File: src/rtl/cbus_line_master_pkg.sv
`default_nettype none
// ============================================================================
// Module   : cbus_line_master_pkg
// Purpose  : CBus request/response types, burst encodings and line-master FSM
//            states shared by the line master and its bench.
// Revision : 1.0 - initial release
// ============================================================================
package cbus_line_master_pkg;

    localparam int LINE_BEATS_DEFAULT = 8;

    typedef enum logic [1:0] {
        MSIZE1 = 2'd0,
        MSIZE2 = 2'd1,
        MSIZE4 = 2'd2,
        MSIZE8 = 2'd3
    } msize_t;

    localparam logic [1:0] AXI_BURST_FIXED = 2'b00;
    localparam logic [1:0] AXI_BURST_INCR  = 2'b01;

    typedef struct packed {
        logic        valid;
        logic [63:0] addr;
        logic        is_write;
        msize_t      size;
        logic [1:0]  burst;
        logic [7:0]  len;
        logic [7:0]  strobe;
        logic [63:0] data;
    } cbus_req_t;

    typedef struct packed {
        logic        ready;
        logic        last;
        logic [63:0] data;
    } cbus_resp_t;

    typedef enum logic [1:0] {
        IDLE = 2'd0,
        BUSY = 2'd1,
        DONE = 2'd2
    } line_state_t;

endpackage
`default_nettype wire

File: src/rtl/cbus_line_master.sv
`default_nettype none
// ============================================================================
// Module   : cbus_line_master
// Purpose  : Turns whole-line refill/writeback requests into CBus INCR bursts
//            of 8-byte beats. Optional single-beat uncached accesses are
//            enabled by defining CBUS_LINE_MASTER_UNCACHED_EN.
// Revision : 1.0 - initial release
// ============================================================================
module cbus_line_master
    import cbus_line_master_pkg::*;
#(
    parameter int LINE_BEATS = LINE_BEATS_DEFAULT
) (
    input  logic                     clk_i,
    input  logic                     rst_ni,
    input  logic                     line_valid_i,
    output logic                     line_ready_o,
    input  logic                     line_is_write_i,
    input  logic                     line_uncached_i,
    input  logic [63:0]              line_addr_i,
    input  msize_t                   line_size_i,
    input  logic [7:0]               line_strobe_i,
    input  logic [LINE_BEATS*64-1:0] line_wdata_i,
    output logic                     line_resp_valid_o,
    output logic [LINE_BEATS*64-1:0] line_rdata_o,
    output cbus_req_t                oreq_o,
    input  cbus_resp_t               oresp_i
);

    localparam int              LINE_BYTES = LINE_BEATS * 8;
    localparam int              OFS_BITS   = $clog2(LINE_BYTES);
    localparam int              IDX_W      = $clog2(LINE_BEATS);
    localparam int              CNT_W      = IDX_W + 1;
    localparam logic [CNT_W-1:0] LAST_BEAT = CNT_W'(LINE_BEATS - 1);
    localparam logic [63:0]     LINE_MASK  = ~((64'd1 << OFS_BITS) - 64'd1);

    line_state_t              state_q, state_d;
    logic [CNT_W-1:0]         cnt_q, cnt_d;
    logic [63:0]              addr_q;
    logic                     is_write_q;
    logic [LINE_BEATS*64-1:0] wdata_q;
    logic [LINE_BEATS*64-1:0] rdata_q;
    logic [IDX_W+5:0]         w_lsb;
    logic                     w_unc;

`ifdef CBUS_LINE_MASTER_UNCACHED_EN
    logic       unc_q;
    msize_t     size_q;
    logic [7:0] strobe_q;
    assign w_unc = unc_q;
`else
    logic w_unused_cfg;
    assign w_unc        = 1'b0;
    assign w_unused_cfg = ^{line_uncached_i, line_size_i, line_strobe_i};
`endif

    assign w_lsb        = {cnt_q[IDX_W-1:0], 6'd0};
    assign line_rdata_o = rdata_q;

    always_ff @(posedge clk_i or negedge rst_ni) begin
        if (!rst_ni) begin
            state_q <= IDLE;
            cnt_q   <= '0;
        end else begin
            state_q <= state_d;
            cnt_q   <= cnt_d;
        end
    end

    always_comb begin
        state_d           = state_q;
        cnt_d             = cnt_q;
        line_ready_o      = 1'b0;
        line_resp_valid_o = 1'b0;
        oreq_o            = '0;
        case (state_q)
            IDLE: begin
                line_ready_o = rst_ni;
                if (line_valid_i) begin
                    state_d = BUSY;
                    cnt_d   = '0;
                end
            end
            BUSY: begin
                oreq_o.valid    = 1'b1;
                oreq_o.addr     = addr_q & LINE_MASK;
                oreq_o.is_write = is_write_q;
                oreq_o.size     = MSIZE8;
                oreq_o.burst    = AXI_BURST_INCR;
                oreq_o.len      = 8'(LINE_BEATS - 1);
                oreq_o.strobe   = is_write_q ? 8'hFF : 8'h00;
                oreq_o.data     = wdata_q[w_lsb +: 64];
`ifdef CBUS_LINE_MASTER_UNCACHED_EN
                if (unc_q) begin
                    oreq_o.addr   = addr_q;
                    oreq_o.size   = size_q;
                    oreq_o.burst  = AXI_BURST_FIXED;
                    oreq_o.len    = 8'd0;
                    oreq_o.strobe = is_write_q ? strobe_q : 8'h00;
                    oreq_o.data   = wdata_q[63:0];
                end
`endif
                if (oresp_i.ready) begin
                    if (oresp_i.last || w_unc) begin
                        state_d = DONE;
                    end else if (cnt_q != LAST_BEAT) begin
                        cnt_d = cnt_q + CNT_W'(1);
                    end
                end
            end
            DONE: begin
                line_resp_valid_o = 1'b1;
                state_d           = IDLE;
            end
            default: state_d = IDLE;
        endcase
    end

    always_ff @(posedge clk_i or negedge rst_ni) begin
        if (!rst_ni) begin
            addr_q     <= '0;
            is_write_q <= 1'b0;
            wdata_q    <= '0;
            rdata_q    <= '0;
`ifdef CBUS_LINE_MASTER_UNCACHED_EN
            unc_q      <= 1'b0;
            size_q     <= MSIZE1;
            strobe_q   <= '0;
`endif
        end else begin
            if (state_q == IDLE && line_valid_i) begin
                addr_q     <= line_addr_i;
                is_write_q <= line_is_write_i;
                wdata_q    <= line_wdata_i;
`ifdef CBUS_LINE_MASTER_UNCACHED_EN
                unc_q      <= line_uncached_i;
                size_q     <= line_size_i;
                strobe_q   <= line_strobe_i;
`endif
            end
            // Uncached reads land in beat 0 because the counter is still zero.
            if (state_q == BUSY && oresp_i.ready && !is_write_q) begin
                rdata_q[w_lsb +: 64] <= oresp_i.data;
            end
        end
    end

`ifndef SYNTHESIS
    always @(posedge clk_i) begin
        if (rst_ni && state_q == BUSY && oresp_i.ready && !w_unc) begin
            if (oresp_i.last && cnt_q != LAST_BEAT)
                $error("cbus_line_master: last on beat %0d", cnt_q);
            if (!oresp_i.last && cnt_q == LAST_BEAT)
                $error("cbus_line_master: burst overran without last");
        end
    end
`endif

endmodule
`default_nettype wire

File: config.mk
export PLATFORM = sky130hd
export DESIGN_NAME = cbus_line_master
export DESIGN_NICKNAME = d
export VERILOG_FILES = /design/src/rtl/cbus_line_master_pkg.sv /design/src/rtl/cbus_line_master.sv
export SDC_FILE = /design/constraint.sdc
export NUM_CORES = 1
export LEC_CHECK = 0
export CAP_MARGIN = 25
export CORE_AREA = 4 4 519 521
export DETAILED_ROUTE_END_ITERATION = 8
export DIE_AREA = 0 0 523 525
export SKIP_LAST_GASP = 1
export SLEW_MARGIN = 20
export SYNTH_ARGS = -nofsm -noshare
export SYNTH_HDL_FRONTEND = slang
export SYNTH_SLANG_ARGS = --single-unit
File: constraint.sdc
create_clock -name clk_i -period 7.51 [get_ports clk_i]
set_input_delay 1.502 -clock clk_i [delete_from_list [all_inputs] [get_ports clk_i]]
set_output_delay 1.502 -clock clk_i [all_outputs]
set_load 0.02 [all_outputs]
# == After elaboration in Yosys (flattened, before gate mapping) ==
# Cells that the tools add are included.
# op_classes
n_addsub,2
n_eq_ne,8
n_shift,3
mux,14
n_reduce_logical,8
# ops
cell,count
bitwise mux 512 bit,1
"variable shift 64 x 11 -> 512 bit, first input constant",1
variable part select 512 x 10 -> 64 bit,1
variable part select 64 x 11 -> 512 bit,1
two-way mux 150 bit,1
two-way mux 4 bit,4
negator 9 -> 11 bit,1
"inequality test 2 bit, second input constant",5
two-way mux 8 bit,1
one-hot mux 4 bit (2 select lines),1
two-way mux 2 bit,3
AND reduction 5 bit,1
"adder 4 x 1 -> 4 bit, second input constant",1
"inequality test 4 x 3 -> 1 bit, second input constant",1
one-hot mux 2 bit (2 select lines),1
logical AND 1 bit,3
AND reduction 3 bit,1
"== test 2 x 1 -> 1 bit, second input constant",1
"== test 2 bit, second input constant",1
zero test 2 bit,1
two-way mux 1 bit,2
nonzero test 2 bit,1
zero test 1 bit,1
# totals
reg_bits,1095
in_bits,657
wordCells,41

# == Longest topological paths before layout ==
# logic_depth
depth_word,5
depth_mapped,12

# == Worst setup path before layout ==
# OpenSTA, ideal clock, no wires.
# synth_path
path_kind,input to output
start,input port rst_ni
end,output port line_ready_o
t_arrival_ns,2.023
required_ns,6.008
path_slack_ns,3.985
path_stages,1
n_path_buf,0
cell_sequence,nor3b_1
# synth_via
elab_chain_len,1
# synth_rtl
element,line,source
"start, declared",cbus_line_master.sv:15,"input logic rst_ni,"
two-way mux 1 bit,cbus_line_master.sv:76,case (state_q)
"end, declared",cbus_line_master.sv:17,"output logic line_ready_o,"
# Every way passes these cells.

==> summary.md <==
- **result of the run** finished, final reports clean
- **clock-pin slew of the registers on the worst-case setup and hold paths** 50 ps
- **kind of cell with the highest combined delay on the critical path** buffers and inverters
- **initial cell density of the core** 17.5%
- **worst slew pin tran** 1480 ps
- **Fin. Hold Viols** 0
- **antenna violations before repair** 70
- **Global Route met1 Usage** 14.8%
- **CP Data Arrival Time** 4370 ps
- **net switching power figure** 9.15 mW
- **async set-reset flop share out of synthesis** 100%
- **synthesized flop and latch total** 1089
- **Tightest Hold Check Type** flop to flop
- **Root Buffer Master** clkbuf_16
- **leftover overflow at the end of global routing** 0
- **first-pass GRT wire length** 265000 um
- **kind of end point of the critical path** output port
- **final critical-path setup slack** 1640 ps
- **portion of total power attributed to sequential cells** 35.0%
- **depth of the CTS H-tree** 4
- **Syn. warnings** 0
- **Die ar.** 275000 um^2
- **worst supply voltage drop on vdd** 0.000269 V
- **Routed WL** 191000 um
- **hold buffer count at cts** 0
- **Netlist Area Pre-Place** 46200 um^2
- **core area** 265000 um^2
- **cell-internal power** 16.9 mW
- **nature of the critical path startpoint** flop
- **Via Count** 31200
- **Post-Synth XOR/XNOR Area** 0%
- **slowest cell on the critical path** dfrtp_2
- **global routing usage on met3** 4.99%
- **slew margin rel.** 1.57%
- **final max-slew violation count** 0
- **fraction of the cycle the final worst path needs** 78.2%
- **detailed placer's ending HPWL** 144000 um
- **area fraction in compound gates after synthesis** 2.73%
- **critical path's largest stage delay** 670 ps
- **chip height** 525 um
- **met2 track demand over resource** 23.4%
- **number of enable-type register cells in the synthesized netlist** 0
- **combinational family with the most area after synthesis** multiplexers
- **Reg area** 27300 um^2
- **Top cell by count, worst path** buf_4
- **clock sink count** 1089
- **share of layout cells above drive strength 1** 33.6%
- **WS Path Type** flop to output port
- **routed length per placed instance** 23.8 um
- **# nets final** 5030
- **dominant synthesized flop cell** dfrtp_1
- **die outline width** 523 um
- **global placement routability congestion** 0.856
- **maximum clock insertion buffer count** 4
- **share of cell area taken by muxes after synthesis** 31.4%
- **filler cell count in the final layout** 27300
- **Comb pwr share** 39.9%
- **footprint of the multi-input gates** 17700 um^2
- **number of library cell types mapped by synthesis** 40
- **clock latency reported for the late side of the worst-skew pair** 780 ps
- **number of standard cells after synthesis** 3087
- **Num CTS Buffers** 138
- **power density normalized to cell area** 385 nW/um^2
- **vias in the first global route** 33700
- **Layout area overhead** 46.2%
- **chain of cells forming the critical path** nand2b_4 > buf_4 > a211oi_1 > nor3_1 > buf_4 > clkdlybuf4s50_1
- **share of power burned in the clock network** 25.1%
- **all-layer global routing usage** 13.4%
- **critical path buffer and inverter count** 3
- **fmax** 0.170 GHz
- **CTS tree** done
- **leading cell type in the layout, fill and taps excluded** clkdlybuf4s50_1
- **Max FO, Critical Path** 29
- **largest net degree at the start of global routing** 156
- **number of setup violations in the final report** 0
- **max cap viols** 0
- **Worst Clk Skew** 55.5 ps
- **number of detailed-routing iterations run before antenna repair** 5
- **Port Buf Inserts** 1291
- **Worst Hold Slack** 483 ps
- **post-synthesis simple-gate area fraction** 3.81%
- **share of synthesized cell area in full adder, half adder and majority cells** 0.108%
- **CP Data Required Time** 6010 ps
- **setup TNS** 0 ps
- **synthesized area per cell** 15.0 um^2
- **sequential fraction of the synthesis area** 59.0%
- **top-level port count** 1321
- **row cnt** 189
- **setup fix buffers added after clock tree synthesis** 0
- **leakage power summed over all cells** 27.9 nW
- **detailed-route DRC error count** 0
- **CTS-repair resized insts** 0
- **layer with the highest usage** met2
- **number of nets with antenna violations after routing** 0
- **violation count after the first detailed-routing iteration** 1362
- **final worst path period need** 5870 ps
- **post-DR vias/cell** 3.89
- **switching power as a share of total power** 35.2%
- **unrepaired setup endpoints after global routing** no
- **Post-Place Worst Slack** 1970 ps
- **top library cells by usage in the layout, fill and taps aside** clkdlybuf4s50_1 (1290), mux2_2 (1178), dfrtp_1 (1087)
stage by stage:
| step | instance area (um^2) | utilization [%] | std cells | power, mW |
|---|---|---|---|---|
| after detailed placement | 63000 | 23.8 | 7760 | 19.8 |
| after global placement | 63000 | 23.8 | 7757 | 19.6 |
| after global routing | 67500 | 25.5 | 8001 | 27.4 |
| after CTS | 67400 | 25.5 | 7987 | 26.5 |
| after floorplan | 46200 | - | 3098 | 14.3 |
| final | 67500 | 25.5 | 8014 | 26.0 |
layout make-up:
class / count / area share [%]
Clock buffer: 195 / 5.94
Inverter: 4 / 0.0222
Clock inverter: 32 / 0.552
Tap cell: 3533 / 6.55
Antenna cell: 25 / 0.0926
Sequential cell: 1089 / 40.4
Timing Repair Buffer: 1359 / 20.3
Multi-Input combinational cell: 1777 / 26.2
routing by layer:
metal | share of wire (%) | wire length [um] | vias up
met5 | 0.21 | 395 | -
met4 | 3.8 | 7180 | 56
met3 | 9.0 | 17200 | 323
met2 | 50 | 94300 | 1196
met1 | 37 | 71400 | 16000
li1 | - | - | 13700
final timing paths:
| path | cells past startpoint | from | endpoint | slack, ps |
|---|---|---|---|---|
| setup / recovery | 6 | cnt_q[0] | oreq_o[47] | 1640 |
| hold / removal | 1 | line_rdata_o[126] | line_rdata_o[126] | 480 |
| setup reg to reg | 8 | cnt_q[1] | line_rdata_o[251] | 3220 |
| hold reg to reg | 1 | line_rdata_o[126] | line_rdata_o[126] | 480 |
| max in group asynchronous | 4 | rst_ni | wdata_q[46] | 4240 |
| min in group asynchronous | 1 | rst_ni | line_rdata_o[423] | 600 |
logic make-up (layout without fill, tap and decap cells):
group           after synthesis  after routing
compound gates              199            199
fa+ha+maj                     4              4
buf+inv                     232           1590
flops                      1089           1089
mux                        1277           1277
other cells                   1             37
simple gates                285            285
power by group through the flow:
stage | registers (mW) | logic (mW) | clock network (mW)
final | 9.10 | 10.4 | 6.54
after global routing | 9.35 | 11.1 | 7.01
after CTS | 9.14 | 10.6 | 6.79
after detailed placement | 9.24 | 10.6 | 0
after floorplan | 9.83 | 4.49 | 0
after global placement | 9.13 | 10.5 | 0
Yosys cell counts (all sizes together), types with 5 or more instances:
cell       n  area share, %
a211oi    64            1.0
and2      81            1.1
buf      172            2.5
clkbuf    56           0.46
dfrtp   1089             59
mux2    1276             31
nor2       5          0.041
nor2b    111            1.5
nor3      65           0.73
o21ai     64           0.69
o22ai     64           0.87
worst register-to-register path, cell delays in order, from the launching register on:
cell and delay, ps:
dfrtp_4 870, buf_4 620, inv_1 140, ha_1 230
ha_1 330, nor2b_1 290, nand3_4 610, buf_4 670
mux2_2 360
registers in the layout (all words and copies together) (netlist names):
name and count:
line_rdata_o 512, addr_q 58, state_q 2, wdata_q 512, is_write_q 1, cnt_q 4
Power figures use the tool's default switching activity.
